## config.mk

```make
export PLATFORM = sky130hd
export DESIGN_NAME = ps2_scancode_decoder
export DESIGN_NICKNAME = d
export VERILOG_FILES = /design/src/rtl/ps2_scancode_decoder_pkg.sv /design/src/rtl/ps2_frame_rx.sv /design/src/rtl/ps2_scancode_decoder.sv
export SDC_FILE = /design/constraint.sdc
export NUM_CORES = 1
export LEC_CHECK = 0
export CAP_MARGIN = 0
export CORE_ASPECT_RATIO = 2
export CORE_MARGIN = 1.5
export CORE_UTILIZATION = 62
export DETAILED_ROUTE_END_ITERATION = 8
export PLACE_DENSITY_LB_ADDON = 0.15
export SLEW_MARGIN = 20
export SYNTH_ARGS = -nofsm -noshare
export SYNTH_HDL_FRONTEND = slang
export SYNTH_SLANG_ARGS = --single-unit
```

## constraint.sdc

```tcl
create_clock -name clk -period 3.1 [get_ports clk]
set_input_delay 0.62 -clock clk [delete_from_list [all_inputs] [get_ports clk]]
set_output_delay 0.62 -clock clk [all_outputs]
set_load 0.02 [all_outputs]
```

## src/rtl/ps2_scancode_decoder_pkg.sv

```systemverilog
// Shared constants and state encodings for the PS/2 scancode decoder and
// the downstream direction converter.
package ps2_scancode_decoder_pkg;

  // Protocol prefix bytes
  localparam logic [7:0] PS2_EXT   = 8'hE0;
  localparam logic [7:0] PS2_BREAK = 8'hF0;

  // Arrow key base codes (E0-prefixed on the keyboard)
  localparam logic [7:0] KEY_UP    = 8'h75;
  localparam logic [7:0] KEY_DOWN  = 8'h72;
  localparam logic [7:0] KEY_LEFT  = 8'h6B;
  localparam logic [7:0] KEY_RIGHT = 8'h74;

  typedef enum logic [1:0] {
    FR_IDLE   = 2'd0,
    FR_DATA   = 2'd1,
    FR_PARITY = 2'd2,
    FR_STOP   = 2'd3
  } frame_state_t;

  typedef enum logic [1:0] {
    PR_NORMAL   = 2'd0,
    PR_GOT_E0   = 2'd1,
    PR_GOT_F0   = 2'd2,
    PR_GOT_E0F0 = 2'd3
  } proto_state_t;

  // Odd parity: data plus parity bit must hold an odd number of ones.
  function automatic logic odd_parity_ok(input logic [7:0] b, input logic p);
    return ^{b, p};
  endfunction

endpackage

```

## src/rtl/ps2_frame_rx.sv

```systemverilog
// PS/2 frame receiver: synchronizes the raw clock/data pair, detects
// falling edges and deserializes 11-bit frames (start, 8 data LSB first,
// odd parity, stop). Partial frames are dropped after TIMEOUT_CYCLES of
// inactivity.
//
// Output handshake: byte_ok is a one-cycle strobe with no backpressure;
// rx_byte is valid in the cycle byte_ok is high. rx_err is a one-cycle
// strobe and is never high together with byte_ok.
module ps2_frame_rx
  import ps2_scancode_decoder_pkg::*;
#(
  parameter int unsigned TIMEOUT_CYCLES = 50000
) (
  input  logic         clk,
  input  logic         resetn,
  input  logic         ps2_clk,
  input  logic         ps2_data,
  output logic         byte_ok,
  output logic [7:0]   rx_byte,
  output logic         rx_err,
  output frame_state_t state
);

  localparam int CW = $clog2(TIMEOUT_CYCLES + 1);

  logic          clk_s1, clk_s2, clk_s3;
  logic          dat_s1, dat_s2;
  logic          fall, bit_in;
  logic [CW-1:0] idle_cnt;
  logic          timeout;

  frame_state_t  state_n;
  logic [2:0]    bit_cnt, bit_cnt_n;
  logic [7:0]    shreg, shreg_n;
  logic          par_ok, par_ok_n;
  logic          byte_ok_n, err_n;

  // Two-flop synchronizers preset high, plus a registered falling-edge strobe
  always_ff @(posedge clk or negedge resetn) begin
    if (!resetn) begin
      clk_s1 <= 1'b1;
      clk_s2 <= 1'b1;
      clk_s3 <= 1'b1;
      dat_s1 <= 1'b1;
      dat_s2 <= 1'b1;
      fall   <= 1'b0;
      bit_in <= 1'b1;
    end else begin
      clk_s1 <= ps2_clk;
      clk_s2 <= clk_s1;
      clk_s3 <= clk_s2;
      dat_s1 <= ps2_data;
      dat_s2 <= dat_s1;
      fall   <= clk_s3 & ~clk_s2;
      bit_in <= dat_s2;
    end
  end

  // The counter holds the number of consecutive edge-free cycles already seen
  assign timeout = (state != FR_IDLE) && !fall &&
                   (idle_cnt == CW'(TIMEOUT_CYCLES - 1));

  // Inactivity counter: cleared in IDLE and on every edge, saturating
  always_ff @(posedge clk or negedge resetn) begin
    if (!resetn) begin
      idle_cnt <= '0;
    end else if (state == FR_IDLE || fall) begin
      idle_cnt <= '0;
    end else if (idle_cnt != CW'(TIMEOUT_CYCLES)) begin
      idle_cnt <= idle_cnt + CW'(1);
    end
  end

  // Frame FSM state and datapath registers
  always_ff @(posedge clk or negedge resetn) begin
    if (!resetn) begin
      state   <= FR_IDLE;
      bit_cnt <= 3'd0;
      shreg   <= 8'h00;
      par_ok  <= 1'b0;
      byte_ok <= 1'b0;
      rx_err  <= 1'b0;
    end else begin
      state   <= state_n;
      bit_cnt <= bit_cnt_n;
      shreg   <= shreg_n;
      par_ok  <= par_ok_n;
      byte_ok <= byte_ok_n;
      rx_err  <= err_n;
    end
  end

  // Frame FSM next state: advances only on a detected falling edge
  always_comb begin
    state_n   = state;
    bit_cnt_n = bit_cnt;
    shreg_n   = shreg;
    par_ok_n  = par_ok;
    byte_ok_n = 1'b0;
    err_n     = 1'b0;
    if (timeout) begin
      state_n = FR_IDLE;
      err_n   = 1'b1;
    end else if (fall) begin
      case (state)
        FR_IDLE: begin
          if (!bit_in) begin
            state_n   = FR_DATA;
            bit_cnt_n = 3'd0;
          end else begin
            err_n = 1'b1;
          end
        end
        FR_DATA: begin
          shreg_n   = {bit_in, shreg[7:1]};
          bit_cnt_n = bit_cnt + 3'd1;
          if (bit_cnt == 3'd7) state_n = FR_PARITY;
        end
        FR_PARITY: begin
          par_ok_n = odd_parity_ok(shreg, bit_in);
          state_n  = FR_STOP;
        end
        FR_STOP: begin
          if (bit_in && par_ok) byte_ok_n = 1'b1;
          else                  err_n     = 1'b1;
          state_n = FR_IDLE;
        end
        default: state_n = FR_IDLE;
      endcase
    end
  end

  assign rx_byte = shreg;

endmodule

```

## src/rtl/ps2_scancode_decoder.sv

```systemverilog
// PS/2 keyboard scancode decoder: strips E0/F0 prefixes and holds the
// base code of the currently pressed key (8'h00 when none).
module ps2_scancode_decoder
  import ps2_scancode_decoder_pkg::*;
#(
  parameter int unsigned TIMEOUT_CYCLES = 50000
) (
  input  logic         clk,
  input  logic         resetn,
  input  logic         ps2_clk,
  input  logic         ps2_data,
  output logic [7:0]   scancode,
  output logic         extended,
  output logic         code_valid,
  output logic         frame_err,
  output frame_state_t frame_state,
  output proto_state_t proto_state
);

  logic         byte_ok;
  logic [7:0]   rx_byte;
  logic         rx_err;

  proto_state_t proto_n;
  logic [7:0]   scan_n;
  logic         ext_n;
  logic         cv_n;

  ps2_frame_rx #(
    .TIMEOUT_CYCLES(TIMEOUT_CYCLES)
  ) u_frame_rx (
    .clk     (clk),
    .resetn  (resetn),
    .ps2_clk (ps2_clk),
    .ps2_data(ps2_data),
    .byte_ok (byte_ok),
    .rx_byte (rx_byte),
    .rx_err  (rx_err),
    .state   (frame_state)
  );

  // Protocol FSM state and held-key output registers
  always_ff @(posedge clk or negedge resetn) begin
    if (!resetn) begin
      proto_state <= PR_NORMAL;
      scancode    <= 8'h00;
      extended    <= 1'b0;
      code_valid  <= 1'b0;
      frame_err   <= 1'b0;
    end else begin
      proto_state <= proto_n;
      scancode    <= scan_n;
      extended    <= ext_n;
      code_valid  <= cv_n;
      frame_err   <= rx_err;
    end
  end

  // Protocol FSM next state: prefixes move state, makes load, matching breaks clear
  always_comb begin
    proto_n = proto_state;
    scan_n  = scancode;
    ext_n   = extended;
    cv_n    = 1'b0;
    if (rx_err) begin
      proto_n = PR_NORMAL;
    end else if (byte_ok) begin
      case (proto_state)
        PR_NORMAL: begin
          if (rx_byte == PS2_EXT) begin
            proto_n = PR_GOT_E0;
          end else if (rx_byte == PS2_BREAK) begin
            proto_n = PR_GOT_F0;
          end else begin
            scan_n = rx_byte;
            ext_n  = 1'b0;
            cv_n   = 1'b1;
          end
        end
        PR_GOT_E0: begin
          if (rx_byte == PS2_BREAK) begin
            proto_n = PR_GOT_E0F0;
          end else if (rx_byte != PS2_EXT) begin
            scan_n  = rx_byte;
            ext_n   = 1'b1;
            cv_n    = 1'b1;
            proto_n = PR_NORMAL;
          end
        end
        PR_GOT_F0: begin
          if (rx_byte == scancode && !extended) begin
            scan_n = 8'h00;
            ext_n  = 1'b0;
            cv_n   = 1'b1;
          end
          proto_n = PR_NORMAL;
        end
        PR_GOT_E0F0: begin
          if (rx_byte == scancode && extended) begin
            scan_n = 8'h00;
            ext_n  = 1'b0;
            cv_n   = 1'b1;
          end
          proto_n = PR_NORMAL;
        end
        default: proto_n = PR_NORMAL;
      endcase
    end
  end

endmodule
```

After elaboration in Yosys (flattened, before gate mapping)
Cells that the tools add are included. W data, S select, Z words.

Word-level logic and storage cells: 120. Flip-flop bits (word level): 52. Bits of input ports: 4. Output and inout bits: 15.

$add $sub $neg: 2. Reductions and logical operators: 23. Mux-type cells: 48. Bitwise gates (word level): 4. Equal/unequal tests: 24.

Operator list (number): $mux W8 (6); $mux W16 (2); $pmux W8 S4 (1); $mux W1 (22); $mux W2 (10); $add A16 B1 Y16 const B (1); $eq A16 B16 Y1 const B (1); $eq A8 B8 Y1 const B (2); $ne A16 B16 Y1 const B (1); $ne A2 B2 Y1 const B (7); $reduce_and A3 Y1 (4); $reduce_bool A2 Y1 (5); $reduce_xor A9 Y1 (1); $eq A2 B2 Y1 const B (4); $eq A8 B8 Y1 (1); $ne A4 B3 Y1 const B (2); $ne A8 B8 Y1 const B (1); $pmux W1 S4 (2); $pmux W2 S4 (1); $reduce_and A8 Y1 (1); $pmux W2 S3 (1); $pmux W3 S2 (1); $logic_and A1 B1 Y1 (5); $eq A2 B1 Y1 const B (2); 13 further kinds (17).

Longest topological paths before layout
Gate-level depths: netlist (run 1).

Depth after elaboration: 6. Depth in mapped cells: 7. Mapped depth without buffers: 7.

Cells and area by module
A second synthesis (run 1) with hierarchy kept.

Cells, all modules: 231. Area, all modules: 2651.3 µm².

By module, submodules not included: ps2_frame_rx (cells an instance 164, area an instance 1933.1 µm², sequential area each 983.4 µm², instances 1); ps2_scancode_decoder (cells an instance 67, area an instance 718.2 µm², sequential area each 325.3 µm², instances 1).

Least setup slack after synthesis (run 1)
No wires, ideal clock.

Kind: register -> register. From: register u_frame_rx.state[0]. To: register u_frame_rx.state[1]. Stages on the path, launching flop included: 8. Arrival: 1.868 ns. Period minus slack after synthesis: 1.990 ns. Path slack: 1.110 ns. Path buffers: 1. Setup time: 0.122 ns. Required time: 2.978 ns. Cells stage by stage: dfrtp_1 > inv_1 > ha_1 > or2_2 > buf_2 > nor4_1 > o21ai_0 > a32o_1.

Longest elaborated chain between the ends: 5. Elaborated cells between the ends (all ways): 14. Classes of those cells: 5 x eq/ne; 3 x mux; 6 x reduce/logical.

Ends and longest elaborated chain: start, declared (RTL line ps2_frame_rx.sv:21) `output frame_state_t state`; start signal, assigned (RTL line ps2_frame_rx.sv:84) `state <= state_n;`; parallel branches: the longest is 5 deep, another holds $pmux W2 S4.

Several ways; the timed one is not identified. The select of a mux whose other input is x is not followed. A chain may end at the register's enable or synchronous reset.

Worst setup path after layout (run 1)
Same ends and word-level chain as after synthesis.

==> flow_metrics.env, run 1 <==
export IMPL_num_antenna_cells=0
export IMPL_grt_first_pass_wirelength_um=7310
export IMPL_r2r_start="u_frame_rx.state[0]"
export IMPL_synth_seq_cells=52
export IMPL_min_period_ps=2070
export IMPL_power_leakage_nw=1.20
export IMPL_clock_skew_ps=10.2
export IMPL_gp_congestion=0.802
export IMPL_die_w_um=47.2
export IMPL_ios=19
export IMPL_cts_tree="done"
export IMPL_grt_setup_unrepaired="false"
export IMPL_drv_cap=0
export IMPL_power_density_nw_per_um2=756
export IMPL_crit_type="flip-flop to flip-flop"
export IMPL_path_max_fanout=17
export IMPL_dr_total_vias=1705
export IMPL_numCtsBuffers=5
export IMPL_synth_edff_count=0
export IMPL_post_route_util_pct=72.3
export IMPL_drt_iter0_markers=21
export IMPL_cts_resized=0
export IMPL_synthesis_instances=220
export IMPL_drtAntennaViolNets=0
export IMPL_peakVddDrop_mv=0.425
export IMPL_synth_compound_area_share_pct=9.45
export IMPL_hp_class="primary input to async pin"
export IMPL_layout_drive_gt1_share_pct=11.9
export IMPL_first_global_vias=1676
export IMPL_synthAdderAreaFrac_pct=4.13
export IMPL_syn_area_um2=2420
export IMPL_cts_setup_buffers=0
export IMPL_dp_hpwl_um=3380
export IMPL_endpoint="u_frame_rx.state[1]"
export IMPL_die_area_um2=4310
export IMPL_antenna_found_initial=0
export IMPL_status="finished, final reports clean"
export IMPL_yosysUniqueCellTypes=40
export IMPL_worst_setup_path_end_kind="flip-flop"
export IMPL_r2r_slack_ps=1030
export IMPL_syn_nets=232
export IMPL_hold_viol=0
export IMPL_worstPathArrival_ps=2280
export IMPL_synth_seq_area_share_pct=54.0
export IMPL_cts_sinks=52
export IMPL_core_um2=3800
export IMPL_worst_pin_slew_ps=691
export IMPL_crit_path_start="u_frame_rx.state[0]"
export IMPL_r2r_end="u_frame_rx.state[1]"
export IMPL_async_flop_share_pct=100
export IMPL_grt_max_degree=30
export IMPL_crit_path_top_delay_cell="or2_2"
export IMPL_setup_viol=0
export IMPL_tns_ps=0
export IMPL_maxSlewHeadroom_pct=53.8
export IMPL_worst_endpoint_required_ps=3300
export IMPL_postCtsHoldBufs=0
export IMPL_ys_warn_count=0
export IMPL_clockBufferDepth=2
export IMPL_synth_top_family_by_area="simple AND/OR/NAND/NOR gates"
export IMPL_synth_area_per_cell_um2=11.0
export IMPL_clkTransAtPathRegs_ps=90
export IMPL_chipHeight_um=91.4
export IMPL_vias_per_cell=5.78
export IMPL_core_rowCount=32
export IMPL_area_delta_synth_final_pct=13.5
export IMPL_port_buffers=18
export IMPL_clock_latency_ps=310
export IMPL_ys_flop_type="dfrtp_1"
export IMPL_cp_cell_sequence="inv_1 -> ha_1 -> or2_2 -> nor4_1 -> o21ai_0 -> a32o_1"
export IMPL_wl_um=4490
export IMPL_drt_wirelength_per_cell_um=15.2
export IMPL_maxSlewViolCount=0
export IMPL_fmax_mhz=482
export IMPL_track_usage_pct=23.9
export IMPL_worstRegToRegCells=6
export IMPL_firstDrtPassIters=6
export IMPL_synth_area_mux_share_pct=4.13
export IMPL_cts_htree_levels=2
export IMPL_synth_simple_area_share_pct=15.1
export IMPL_crit_path_start_kind="flip-flop"
export IMPL_layout_nets=255
export IMPL_start_util_pct=63.7
export IMPL_overflow=0
export IMPL_finalCritPeriodShare_pct=66.9
export IMPL_synth_xor_area_share_pct=10.8
export IMPL_drc=0
export IMPL_slowest_delay_ps=450
export IMPL_cts_root_buf="clkbuf_8"
==> metal layers <==
layer | GRT usage (%) | share of wire [%] | wire, um
met1 | 24.1 | 36 | 1640
met2 | 42.2 | 58 | 2610
met3 | 3.18 | 2.4 | 106
met4 | 14.4 | 3.1 | 138
met5 | 0 | 0 | 0
==> worst max-delay path: cells and delay by family (launching register included) <==
kind                     cells  cell delay (ps)
buffers and inverters        1               90
adder cells (fa/ha/maj)      1              260
AO/OA/AOI/OAI                2              370
flip-flops                   1              440
AND/OR/NAND/NOR              2              810
==> through the flow <==
step           cell area (um^2)  instances  setup slack, ps  power, W  hold slack, ps
2_1_floorplan              2420        220             1110   0.00147             324
4_1_cts                    2750        295             1020   0.00211             331
6_report                   2750        295             1030   0.00208             320
3_5_place_dp               2660        287             1020   0.00170             348
5_1_grt                    2750        295              869   0.00222             357
3_3_place_gp               2660        287             1070   0.00168             346
==> state kept, by name, summed over array words and instances, names as in the netlist, 2 cells and up <==
register,flops
proto_state,2
scancode,8
u_frame_rx.bit_cnt,3
u_frame_rx.idle_cnt,16
u_frame_rx.rx_byte,8
u_frame_rx.state,2
==> worst min-delay path by stage <==
stage	end	slack (ps)	depth (start not counted)	start
4_1_cts	scancode[2]	330	1	resetn
3_3_place_gp	u_frame_rx.bit_in	350	0	u_frame_rx.dat_s2
2_1_floorplan	code_valid	320	0	resetn
5_1_grt	extended	360	1	resetn
3_5_place_dp	u_frame_rx.bit_in	350	0	u_frame_rx.dat_s2
6_report	extended	320	1	resetn
==> power breakdown <==
part | internal [W] | total (W) | switching (W)
Combinational | 0.000358 | 0.000724 | 0.000366
Clock | 0.000165 | 0.000397 | 0.000232
Sequential | 0.000802 | 0.000957 | 0.000155
==> cells by family after synthesis <==
family                     count (synthesis)
and+or+nand+nor                           74
AOI/OAI and AO/OA                         33
DFF                                       52
adders and majority gates                  8
muxes                                      9
buffers and inverters                     14
xor gates and xnor gates                  30
==> synth_stat cells (2+ instances only) <==
library cell  instances  area (um^2)
ha_1                  8          100
xnor2_1              19          166
a21oi_1               8         40.0
or3_1                 4         25.0
nor4_1                2         12.5
a22o_1                9         78.8
xor2_1               11         96.3
nand2_1              21         78.8
o21ai_0               7         35.0
dfstp_2               6          158
nand3_1               8         40.0
nand4_1               4         25.0
nor2_1               19         71.3
and4_1                2         17.5
nor3_1                4         20.0
mux2_2                8         90.1
dfrtp_1              46         1150
inv_1                11         41.3
buf_2                 2         10.0
==> layout by cell type, fill, tap and decap left out, drive strengths merged <==
cell type and n:
dfrtp 46, nand2 22, nor2 19, xnor2 19
clkdlybuf4s50 17, inv 12, xor2 11, a22o 10
nand3 8, a21oi 8, mux2 8, ha 8
o21ai 7, dfstp 6, clkbuf 5, nand4 4
or3 4, nor3 4, nor4 2, and4 2
clkinv 2, buf 2, nor2b 1, or2 1
a31o 1, nand4b 1, o21bai 1, nand2b 1
o31ai 1, o211ai 1, a211oi 1, nor3b 1
and3 1, o22a 1, or4 1, nand3b 1
or4b 1, o21a 1, a32o 1, mux2i 1
==> area by class of cell <==
type,count,area (um^2)
clock inverters,3,26.3
multi-input cells,154,1060
clock buffers,5,68.8
repair buffers,19,183
flip-flops and latches,52,1310
well taps,51,63.8
inverters,11,41.3
fillers,282,1050
No activity file was read; power rests on OpenSTA's default activity.
==> inputs of run 2 (changes only) <==
--- a/config.mk
+++ b/config.mk
@@ -8,7 +8,7 @@
 export CAP_MARGIN = 0
 export CORE_ASPECT_RATIO = 2
 export CORE_MARGIN = 1.5
-export CORE_UTILIZATION = 62
+export CORE_UTILIZATION = 57
 export DETAILED_ROUTE_END_ITERATION = 8
 export PLACE_DENSITY_LB_ADDON = 0.15
 export SLEW_MARGIN = 20
==> constraint.sdc (replaced) <==
create_clock -name clk -period 2.05 [get_ports clk]
set_input_delay 0.41 -clock clk [delete_from_list [all_inputs] [get_ports clk]]
set_output_delay 0.41 -clock clk [all_outputs]
set_load 0.02 [all_outputs]
==> run 2 against run 1 <==
Critical path depth decreased by 1. Design area increased by 1.7%. Clock power increased by 52%. Setup slack got worse by 800 ps. Largest power group unchanged.
==> flow_metrics.env, run 2 (synthesis gave the netlist of run 1 again) <==
export IMPL_holdCritStartpoint="u_frame_rx.dat_s1"
export IMPL_cts_tree="done"
export IMPL_numCtsBuffers=5
export IMPL_min_period_ps=1820
export IMPL_gp_congestion=0.783
export IMPL_area_delta_synth_final_pct=15.4
export IMPL_worst_endpoint_required_ps=2240
export IMPL_hold_viol=0
export IMPL_first_global_vias=1705
export IMPL_overflow=0
export IMPL_num_antenna_cells=0
export IMPL_setup_viol=0
export IMPL_r2r_start="u_frame_rx.idle_cnt[12]"
export IMPL_drc=0
export IMPL_clockBufferDepth=2
export IMPL_finalNonFillerCells=302
export IMPL_die_area_um2=4670
export IMPL_firstDrtPassIters=4
export IMPL_maxSlewHeadroom_pct=57.5
export IMPL_regMostFlops="u_frame_rx.idle_cnt"
export IMPL_path_max_fanout=4
export IMPL_grt_first_pass_wirelength_um=7490
export IMPL_clkTransAtPathRegs_ps=100
export IMPL_drtAntennaViolNets=0
export IMPL_cts_root_buf="clkbuf_8"
export IMPL_dp_hpwl_um=3370
export IMPL_post_place_cells=293
export IMPL_core_um2=4090
export IMPL_mostFrequentLayoutCell="dfrtp_1"
export IMPL_worst_pin_slew_ps=635
export IMPL_hp_class="flip-flop to flip-flop"
export IMPL_tns_ps=0
export IMPL_drv_cap=0
export IMPL_cts_setup_buffers=0
export IMPL_worst_setup_path_end_kind="flip-flop"
export IMPL_die_w_um=49.1
export IMPL_fmax_mhz=549
export IMPL_maxSlewViolCount=0
export IMPL_cts_sinks=52
export IMPL_antenna_found_initial=0
export IMPL_crit_path_start_kind="flip-flop"
export IMPL_peakVddDrop_mv=0.829
export IMPL_wl_um=4440
export IMPL_drt_iter0_markers=21
export IMPL_chipHeight_um=95.2
export IMPL_track_usage_pct=20.9
export IMPL_ios=19
export IMPL_power_density_nw_per_um2=1130
export IMPL_most_common_layout_cells="dfrtp_1, nand2_1, nor2_1, xnor2_1, clkdlybuf4s50_1"
export IMPL_largest_reg_flops=16
export IMPL_clock_latency_ps=310
export IMPL_post_route_util_pct=68.4
export IMPL_status="finished, final reports clean"
export IMPL_crit_path_start="u_frame_rx.idle_cnt[12]"
export IMPL_layout_drive_gt1_share_pct=13.6
export IMPL_finalCritPeriodShare_pct=88.9
export IMPL_crit_type="flip-flop to flip-flop"
export IMPL_vias_per_cell=5.60
export IMPL_clock_skew_ps=14.9
export IMPL_layout_nets=261
export IMPL_grt_max_degree=18
export IMPL_worstPathArrival_ps=2020
export IMPL_drt_wirelength_per_cell_um=14.7
export IMPL_cts_htree_levels=2
export IMPL_start_util_pct=59.3
export IMPL_port_buffers=18
export IMPL_grt_setup_unrepaired="false"
export IMPL_power_leakage_nw=1.22
export IMPL_core_rowCount=33
export IMPL_dr_total_vias=1690
## run 2: cell count changes in the layout (fill, tap and decap cells not counted)
| cell | change |
|---|---|
| dlygate4sd3_1 | +1 |
| clkinvlp_4 | +2 |
| clkinv_4 | -1 |
| buf_4 | +5 |
| inv_6 | -1 |
## run 2: power breakdown
part           leakage (nW)  total (W)  switching [W]  internal [W]
Combinational         0.492    0.00113       0.000558      0.000568
Clock                0.0404   0.000604       0.000362      0.000243
Sequential            0.685    0.00144       0.000227       0.00121
Total                  1.22    0.00317        0.00115       0.00202
## run 2: worst paths after layout
path | to | slack, ps | depth (start not counted)
hold reg to reg | u_frame_rx.dat_s2 | 360 | 0
setup reg to reg | u_frame_rx.idle_cnt[1] | 230 | 5
hold / removal | u_frame_rx.dat_s2 | 360 | 0
setup / recovery | u_frame_rx.idle_cnt[1] | 230 | 5
min in group asynchronous | scancode[2] | 550 | 2
max in group asynchronous | u_frame_rx.dat_s1 | 880 | 3
## run 2: routing by layer
metal  global-route usage (%)  up-vias  part of all wire [%]
met2                     42.1       23                    59
li1                         -      817                     -
met3                     2.98       10                   1.7
met1                     20.0      840                    37
met5                        0        -                     0
met4                     9.52        0                   2.2
## run 2: stage by stage
step / hold WS (ps) / power (W) / setup WS, ps / cell area (um^2)
final: 361 / 0.00317 / 228 / 2800
after global routing: 368 / 0.00337 / 88.9 / 2800
after CTS: 363 / 0.00320 / 217 / 2800
after detailed placement: 341 / 0.00260 / 261 / 2690
after global placement: 338 / 0.00257 / 298 / 2690
after floorplan: 114 / 0.00222 / 60.1 / 2420
## run 2: repair_timing
item	CTS	global route
hold endpoints to repair	1	0
hold buffers	1	0
resized for setup	0	0
## run 2: final cells by class
class,instances,area (um^2)
inverters,11,41.3
well taps,52,65.1
clock buffers,5,68.8
multi-input cells,154,1060
flip-flops and latches,52,1310
repair buffers,25,230
fillers,321,1290
clock inverters,3,23.8
## run 2: critical path, stage by stage, from the launching register on
cell	delay [ps]
dfrtp_1	430
nor4_1	300
nand4_1	220
or4_4	550
mux2i_1	160
nor2_1	50
